$ cat config.mk
export PLATFORM = sky130hd
export DESIGN_NAME = biquad_seq_ctrl
export DESIGN_NICKNAME = d
export VERILOG_FILES = /design/src/rtl/biquad_pkg.sv /design/src/rtl/biquad_tick_gen.sv /design/src/rtl/biquad_seq_ctrl.sv
export SDC_FILE = /design/constraint.sdc
export NUM_CORES = 1
export LEC_CHECK = 0
export BUFFER_PORTS_ARGS = -buffer_cell sky130_fd_sc_hd__clkbuf_2
export CAP_MARGIN = 20
export CORE_MARGIN = 2
export CORE_UTILIZATION = 42
export CTS_CLUSTER_SIZE = 20
export DETAILED_ROUTE_END_ITERATION = 10
export GPL_ROUTABILITY_DRIVEN = 0
export PLACE_DENSITY = 0.75
export SETUP_SLACK_MARGIN = 0.05
export SKIP_CTS_REPAIR_TIMING = 1
export SYNTH_ARGS = -nofsm -noshare
export SYNTH_HDL_FRONTEND = slang
export SYNTH_SLANG_ARGS = --single-unit
$ cat constraint.sdc
create_clock -name clk -period 0.9 [get_ports clk]
set_input_delay 0.18 -clock clk [delete_from_list [all_inputs] [get_ports clk]]
set_output_delay 0.18 -clock clk [all_outputs]
set_load 0.02 [all_outputs]
$ cat src/rtl/biquad_pkg.sv
// -----------------------------------------------------------------------------
// biquad_pkg
// Shared definitions for the biquad sequencer and its datapath:
//   - FSM state encoding (IDLE=0 .. STORE_Y=8)
//   - mux select codes; these must match the datapath mux encoding
//   - control-word struct and its per-state decode
//   - default sample period (clocks per sample) for the automatic tick source
// -----------------------------------------------------------------------------
package biquad_pkg;

  localparam int TICK_DIV_DEFAULT = 2000;

  typedef enum logic [3:0] {
    IDLE    = 4'd0,
    LOAD_U  = 4'd1,
    MAC_A1  = 4'd2,
    MAC_A2  = 4'd3,
    STORE_F = 4'd4,
    MAC_B0  = 4'd5,
    MAC_B1  = 4'd6,
    MAC_B2  = 4'd7,
    STORE_Y = 4'd8
  } state_e;

  // Coefficient select (controlS)
  localparam logic [2:0] SEL_ZERO = 3'd0;
  localparam logic [2:0] SEL_A1   = 3'd1;
  localparam logic [2:0] SEL_A2   = 3'd2;
  localparam logic [2:0] SEL_B0   = 3'd3;
  localparam logic [2:0] SEL_B1   = 3'd4;
  localparam logic [2:0] SEL_B2   = 3'd5;
  // State select (controlC)
  localparam logic [1:0] SEL_FK1  = 2'd1;
  localparam logic [1:0] SEL_FK2  = 2'd2;
  localparam logic [1:0] SEL_FK   = 2'd3;
  // Input select (controlZ)
  localparam logic [1:0] SEL_UK   = 2'd1;
  localparam logic [1:0] SEL_YK   = 2'd2;

  typedef struct packed {
    logic [2:0] sel_s;
    logic [1:0] sel_c;
    logic [1:0] sel_z;
    logic       acc_ld;
    logic       acc_en;
    logic       fk_en;
    logic       yk_en;
    logic       shift_en;
    logic       busy;
    logic       done;
  } ctrl_t;

  // Moore output decode: one control word per state, zero in IDLE.
  function automatic ctrl_t decode_state(input state_e st);
    ctrl_t c;
    c       = '0;
    c.sel_s = SEL_ZERO;
    c.sel_c = SEL_ZERO[1:0];
    c.sel_z = SEL_ZERO[1:0];
    c.busy  = (st != IDLE);
    case (st)
      IDLE: begin
        c.busy = 1'b0;
      end
      LOAD_U: begin
        c.sel_z  = SEL_UK;
        c.acc_ld = 1'b1;
      end
      MAC_A1: begin
        c.sel_s  = SEL_A1;
        c.sel_c  = SEL_FK1;
        c.acc_en = 1'b1;
      end
      MAC_A2: begin
        c.sel_s  = SEL_A2;
        c.sel_c  = SEL_FK2;
        c.acc_en = 1'b1;
      end
      STORE_F: begin
        // Latch f(k) and reload acc with zero in the same cycle.
        c.fk_en  = 1'b1;
        c.acc_ld = 1'b1;
      end
      MAC_B0: begin
        c.sel_s  = SEL_B0;
        c.sel_c  = SEL_FK;
        c.acc_en = 1'b1;
      end
      MAC_B1: begin
        c.sel_s  = SEL_B1;
        c.sel_c  = SEL_FK1;
        c.acc_en = 1'b1;
      end
      MAC_B2: begin
        c.sel_s  = SEL_B2;
        c.sel_c  = SEL_FK2;
        c.acc_en = 1'b1;
      end
      STORE_Y: begin
        c.yk_en    = 1'b1;
        c.shift_en = 1'b1;
        c.done     = 1'b1;
      end
      default: begin
        c      = '0;
      end
    endcase
    return c;
  endfunction

endpackage

$ cat src/rtl/biquad_tick_gen.sv
// -----------------------------------------------------------------------------
// biquad_tick_gen
// Free-running sample-period counter 0..TICK_DIV-1; tick_o is high for the one
// cycle in which the count equals TICK_DIV-1. Counter held at 0 in reset.
// Only instantiated when BIQUAD_AUTO_TICK_EN is defined.
// Ports:
//   clk_i    system clock
//   reset_i  synchronous active-high reset
//   tick_o   one-cycle sample request (registered)
// -----------------------------------------------------------------------------
module biquad_tick_gen #(
  parameter int TICK_DIV = 2000,
  parameter int TICK_W   = 16
) (
  input  logic clk_i,
  input  logic reset_i,
  output logic tick_o
);

  localparam logic [TICK_W-1:0] LAST = TICK_W'(TICK_DIV - 1);

  logic [TICK_W-1:0] count_q;
  logic [TICK_W-1:0] count_d;
  logic              tick_q;

  // Next count with wrap at TICK_DIV-1.
  always_comb begin
    count_d = count_q;
    if (count_q == LAST) begin
      count_d = '0;
    end else begin
      count_d = count_q + TICK_W'(1);
    end
  end

  // Counter and registered tick; tick_q is high exactly while count_q == LAST.
  always_ff @(posedge clk_i) begin
    if (reset_i) begin
      count_q <= '0;
      tick_q  <= 1'b0;
    end else begin
      count_q <= count_d;
      tick_q  <= (count_d == LAST);
    end
  end

  assign tick_o = tick_q;

endmodule

$ cat src/rtl/biquad_seq_ctrl.sv
// -----------------------------------------------------------------------------
// biquad_seq_ctrl
// Moore sequencer for the single-MAC direct-form-II biquad datapath:
//   f(k) = u(k) + a1*f(k-1) + a2*f(k-2)
//   y(k) = b0*f(k) + b1*f(k-1) + b2*f(k-2)
// One sample takes 8 busy cycles (LOAD_U..STORE_Y) then returns to IDLE.
// All outputs are registered and depend on the state only.
// Optional build macro BIQUAD_AUTO_TICK_EN: an internal counter of TICK_DIV
// clocks replaces the start port as the sample request.
// Ports:
//   clk, reset           clock, synchronous active-high reset
//   start                one-cycle sample request (ignored with auto tick)
//   clr_overrun          clears sticky overrun (a simultaneous set wins)
//   controlS/C/Z         coefficient / state / input mux selects
//   acc_ld, acc_en       accumulator load / multiply-accumulate
//   fk_en, yk_en         f(k) and y(k) register loads
//   shift_en             delay-line shift fk2<=fk1, fk1<=fk
//   busy, done, overrun  status
// -----------------------------------------------------------------------------
module biquad_seq_ctrl
  import biquad_pkg::*;
#(
  parameter int TICK_DIV = TICK_DIV_DEFAULT,
  parameter int TICK_W   = 16
) (
  input  logic       clk,
  input  logic       reset,
  input  logic       start,
  input  logic       clr_overrun,
  output logic [2:0] controlS,
  output logic [1:0] controlC,
  output logic [1:0] controlZ,
  output logic       acc_ld,
  output logic       acc_en,
  output logic       fk_en,
  output logic       yk_en,
  output logic       shift_en,
  output logic       busy,
  output logic       done,
  output logic       overrun
);

  state_e state_q;
  state_e state_d;
  ctrl_t  ctrl_q;
  logic   overrun_q;
  logic   req_s;

`ifdef BIQUAD_AUTO_TICK_EN
  logic tick_s;
  logic unused_start_s;

  biquad_tick_gen #(
    .TICK_DIV (TICK_DIV),
    .TICK_W   (TICK_W)
  ) u_tick_gen (
    .clk_i   (clk),
    .reset_i (reset),
    .tick_o  (tick_s)
  );

  assign req_s          = tick_s;
  assign unused_start_s = start;
`else
  assign req_s = start;
`endif

  // Next-state: only IDLE waits for a request, every other state advances.
  always_comb begin
    state_d = state_q;
    case (state_q)
      IDLE: begin
        if (req_s) begin
          state_d = LOAD_U;
        end else begin
          state_d = IDLE;
        end
      end
      LOAD_U:  state_d = MAC_A1;
      MAC_A1:  state_d = MAC_A2;
      MAC_A2:  state_d = STORE_F;
      STORE_F: state_d = MAC_B0;
      MAC_B0:  state_d = MAC_B1;
      MAC_B1:  state_d = MAC_B2;
      MAC_B2:  state_d = STORE_Y;
      STORE_Y: state_d = IDLE;
      default: state_d = IDLE;
    endcase
  end

  // State, registered control word (decoded from the next state so it lines
  // up with state_q) and sticky overrun.
  always_ff @(posedge clk) begin
    if (reset) begin
      state_q   <= IDLE;
      ctrl_q    <= '0;
      overrun_q <= 1'b0;
    end else begin
      state_q <= state_d;
      ctrl_q  <= decode_state(state_d);
      if (req_s && (state_q != IDLE)) begin
        overrun_q <= 1'b1;
      end else if (clr_overrun) begin
        overrun_q <= 1'b0;
      end else begin
        overrun_q <= overrun_q;
      end
    end
  end

  assign controlS = ctrl_q.sel_s;
  assign controlC = ctrl_q.sel_c;
  assign controlZ = ctrl_q.sel_z;
  assign acc_ld   = ctrl_q.acc_ld;
  assign acc_en   = ctrl_q.acc_en;
  assign fk_en    = ctrl_q.fk_en;
  assign yk_en    = ctrl_q.yk_en;
  assign shift_en = ctrl_q.shift_en;
  assign busy     = ctrl_q.busy;
  assign done     = ctrl_q.done;
  assign overrun  = overrun_q;

endmodule
* Word level (Yosys, flattened, before mapping)
Cells that the tools add are included.
** Word-level totals
- Memories :: 0
- Flip-flop bits (word level) :: 19
- Output and inout bits :: 15
- Memory bits (writable) :: 0
- Input bits :: 4
- Logic and storage cells :: 48
- Bits in latches :: 0
- ROM bits :: 0
** Operators by class
- $mul :: 0
- Bitwise gates (word level) :: 1
- Reduce and logical (&&, ||, !) cells :: 9
- Add/subtract/negate cells :: 0
- Shifts and indexed selects :: 0
- Divide/modulo/power cells :: 0
- Order comparisons :: 0
- Equal/unequal tests :: 15
- Muxes and demuxes :: 11
** Operators by type and width (count)
- 4-bit by 3-bit == test with 1-bit output (second input constant) :: 8
- 4-bit one-hot mux with 8 select lines :: 1
- 5-bit one-hot mux with 5 select lines :: 1
- 4-bit by 2-bit == test with 1-bit output (second input constant) :: 4
- 4-bit by 1-bit == test with 1-bit output (second input constant) :: 2
- 1-bit 2-to-1 mux :: 8
- 4-bit nonzero test :: 2
- 8-bit OR reduction :: 1
- 5-bit OR reduction :: 1
- 4-bit == test (second input constant) :: 1
- 4-bit logical NOT :: 1
- 2-bit OR reduction :: 2
- 2-bit 2-to-1 mux :: 1
- 2-bit nonzero test :: 1
- 1-bit logical AND :: 1
- 1-bit inverter :: 1

* Depth between registers and ports, before layout
- Depth in word-level cells :: 6
- Depth in mapped cells :: 3
- Mapped depth without buffers :: 2

* Worst setup path before layout
OpenSTA, ideal clock, no wires.
- Path type :: reg-to-reg
- Start :: reg state_q[1]
- End :: reg ctrl_q, in the netlist controlS[0]
- Required time :: 834 ps
- Path buffers :: 1
- Slack :: -67 ps
- Period minus slack after synthesis :: 967 ps
- Arrival time :: 901 ps
- Cell stages (with the launch flop) :: 4
- Cell sequence :: dfxtp_1 buf_6 or3b_1 a21oi_2
** Between the ends
- Cells in the longest elaborated chain, start to end :: 4
- Elaborated cells between the ends (all ways) :: 15
- Those cells by class :: eq/ne (12); mux (2); reduce/logical (1)
** RTL lines
- from (decl) :: line biquad_seq_ctrl.sv:43 : state_e state_q;
- from (signal assigned) :: line biquad_seq_ctrl.sv:99 : state_q <= state_d;
- 4-bit by 3-bit == test with 1-bit output (tied with other cells) :: line biquad_seq_ctrl.sv:71 : case (state_q)
- 4-bit one-hot mux with 8 select lines * :: line biquad_seq_ctrl.sv:71
- 4-bit by 3-bit == test with 1-bit output or 4-bit by 2-bit == test with 1-bit output (tied branches) :: line biquad_pkg.sv:61 : case (st)
- 5-bit one-hot mux with 5 select lines * :: line biquad_pkg.sv:61
- to (signal assigned) :: line biquad_seq_ctrl.sv:100 : ctrl_q <= decode_state(state_d);
- to (decl) :: line biquad_seq_ctrl.sv:45 : ctrl_t ctrl_q;
Every way passes the cells marked *; elsewhere a longest branch is shown, timed or not.
A chain may end at the register's enable or synchronous reset.

* Worst setup path after layout
- Start :: reg state_q[1]
- End :: reg ctrl_q, in the netlist acc_ld
** Between the ends
- Cells in the longest elaborated chain, start to end :: 5
- Elaborated cells between the ends (all ways) :: 13
- Those cells by class :: eq/ne (9); mux (2); reduce/logical (2)
** RTL lines (line)
- 4-bit by 3-bit == test with 1-bit output (tied with other cells) :: biquad_seq_ctrl.sv:71
- 4-bit one-hot mux with 8 select lines * :: biquad_seq_ctrl.sv:71
- 4-bit by 3-bit == test with 1-bit output or 4-bit by 1-bit == test with 1-bit output (tied branches) :: biquad_pkg.sv:61
- 2-bit OR reduction (no line) *
- 1-bit 2-to-1 mux * :: biquad_pkg.sv:61
Marks and branches as above.

==> flow_metrics.py <==
metrics = {
    "synthesis": {
        "avgSynthCellArea_sq_um": 10.5,
        "yosysWarnings": 0,
        "syn_nets": 61,
        "synth_common_cells": "dfxtp_1, nor3_1, buf_4, a21oi_1, nor2_1",
        "synth.distinct_cells": 24,
        "syn_inst": 57,
        "synth_simple_gate_area_share_pct": 21.0,
        "synth_xor_xnor_area_share_pct": 2.94,
        "synth_top_area_cell": "dfxtp_1",
        "synth_edf_count": 0,
        "ys_seq_elements": 16,
        "muxShareOfSynthArea_pct": 0,
        "synthTopCellsByArea": "dfxtp_1, buf_4, nor3_1",
        "synthAdderAreaFrac_pct": 0,
        "yosysSeqAreaShare_pct": 53.7,
        "synth_top_cell_area_share_pct": 53.7,
        "synth-async-reset-ratio_pct": 0,
        "yosysMostFrequentCell": "dfxtp_1",
        "synth_compound_area_share_pct": 10.5,
        "synth_top_family_by_area": "simple AND/OR/NAND/NOR gates",
        "synth_ff_type": "dfxtp_1",
        "synthesis.area_sq_um": 597,
    },
    "grt": {
        "antenna_found_initial": 0,
        "grt.met2_usage_pct": 18.1,
        "grt_pass1_wl_um": 1630,
        "grt_usage_pct": 12.4,
        "grt_max_degree": 13,
        "grt_util_met3_pct": 3.91,
        "grt_pass1_vias": 380,
        "top_usage_layer": "met2",
        "use_met1_pct": 15.8,
        "overflow": 0,
    },
    "cts": {
        "cts_tree": "done",
        "clockBufferDepth": 2,
        "cts.sinks": 16,
        "clk_pin_slew_worst_paths_ps": 100,
        "insertion_delay_ps": 290,
        "htreeDepth": 1,
        "cts_root_buffer": "clkbuf_4",
        "cts_inserted_buffers": 3,
    },
    "floorplanning": {
        "start_util_pct": 45.3,
        "die_h_um": 41.7,
        "die-area_sq_um": 1740,
        "die_w_um": 41.7,
        "design.core.area_sq_um": 1320,
        "num_rows": 13,
        "io_pins": 19,
    },
    "sta": {
        "grt_setup_unrepaired": "yes",
        "finalCritPeriodShare_pct": 115,
        "fmax_mhz": 965,
        "fin_skew_ps": 6.58,
        "slew_violations": 0,
        "setup_viol": 29,
        "hold_violations": 0,
        "period_minus_slack_ps": 1040,
        "layout_setup_ws_ps": -136,
    },
    "run_status": {
        "status": "finished with violations",
        "violations": "setup timing",
    },
    "power": {
        "power.leakage_uw": 0.000446,
        "power_uw": 1740,
        "vdd_drop_max_mv": 1.00,
        "power.density_nw_per_um2": 1680,
    },
    "routing": {
        "dr.first_iter.drc_count": 6,
        "via_per_inst": 5.02,
        "firstDrtPassIters": 4,
        "drc_errors": 0,
        "wirelength_um": 1430,
        "postRouteAntennaNets": 0,
        "vias": 527,
        "routedWlPerCell_um": 13.6,
    },
    "critical_path": {
        "crit_path_end_kind": "register",
        "cp.arrival_ps": 1250,
        "crit_required_ps": 1120,
        "critPathKind": "register to register",
        "crit_fanout": 8,
        "worstRegToRegCells": 2,
        "cp-start-kind": "register",
    },
    "cells_and_area": {
        "layout.nets": 95,
        "fin_util_pct": 78.6,
        "ff_latch_area_sq_um": 349,
        "multi_input_area_sq_um": 290,
        "antennaDiodeCount": 0,
        "syn_to_final_growth_pct": 73.6,
        "layout-drive-gt1-share_pct": 81.1,
        "nFillCells": 82,
    },
    "flow_run": {
        "maxCapViolCount": 0,
    },
    "placed_design": {
        "dp_hpwl_um": 763,
        "io_buffers": 17,
    },
    "min_path": {
        "holdPathStages": 3,
        "hold_path_class": "input pin to register",
    },
}
## flip-flops by register name, summed over array words and instances (netlist names)
signal	flops
busy	1
acc_en	1
controlS	3
overrun	1
fk_en	1
acc_ld	1
done	1
controlZ	1
controlC	2
state_q	4
## cells in the final DEF, fill, tap and decap left out, types with 2 or more instances in the layout
| master | synthesis | routed |
|---|---|---|
| a21oi_2 | 1 | 3 |
| inv_1 | 2 | 2 |
| buf_6 | 2 | 19 |
| a211oi_2 | 1 | 2 |
| buf_4 | 5 | 12 |
| nor2_1 | 3 | 2 |
| or2_4 | 1 | 2 |
| nand2b_1 | 2 | 2 |
| dfxtp_2 | 0 | 11 |
| dfxtp_4 | 0 | 4 |
| clkbuf_2 | 0 | 3 |
| clkbuf_4 | 0 | 3 |
| nor3_2 | 0 | 5 |
## per-stage QoR
stage	setup WS, ps	hold slack, ps	cells	cell area (sq um)	TNS [ps]
floorplan	-45.5	249	57	636	-98.2
global placement	-99.6	441	94	762	-381
detailed placement	-147	457	94	762	-667
CTS	-184	156	98	798	-1870
global route	-169	148	105	1040	-2000
finish	-136	141	105	1040	-992
## final timing paths
check                    from      end  slack (ps)
setup / recovery   state_q[1]   acc_ld        -140
hold / removal    clr_overrun  overrun         140
setup reg to reg   state_q[1]   acc_ld        -140
hold reg to reg       overrun  overrun         480
## worst max-delay path, stage by stage, from the launching register on
cell      delay [ps]
dfxtp_4          390
or3b_4           400
a211oi_2         180
## layer usage
| layer | vias to the layer above | part of all wire, % | wire (um) |
|---|---|---|---|
| met4 | 0 | 1.4 | 20 |
| met5 | - | 0 | 0 |
| met1 | 253 | 45 | 640 |
| li1 | 255 | - | - |
| met2 | 15 | 50 | 716 |
| met3 | 4 | 3.4 | 48 |
## report_power, final
part / internal [uW] / leakage [uW] / switching, uW
Sequential: 767 / 0.000138 / 48.9
Combinational: 247 / 0.000286 / 203
Clock: 246 / 0.0000210 / 228
Total: 1260 / 0.000446 / 480
## area by class of cell
class / count / share of cell area (%)
Clock buffer: 4 / 3.50
Inverter: 2 / 0.725
Multi-Input combinational cell: 33 / 28.0
Sequential cell: 16 / 33.7
Tap cell: 15 / 1.81
Timing Repair Buffer: 35 / 32.2
## cell families after synthesis
family                 count (synthesis)
AO/OA/AOI/OAI                          8
XOR/XNOR                               2
buffers and inverters                  9
flip-flops                            16
other                                  1
AND/OR/NAND/NOR                       21
No activity file was read; power rests on OpenSTA's default activity.
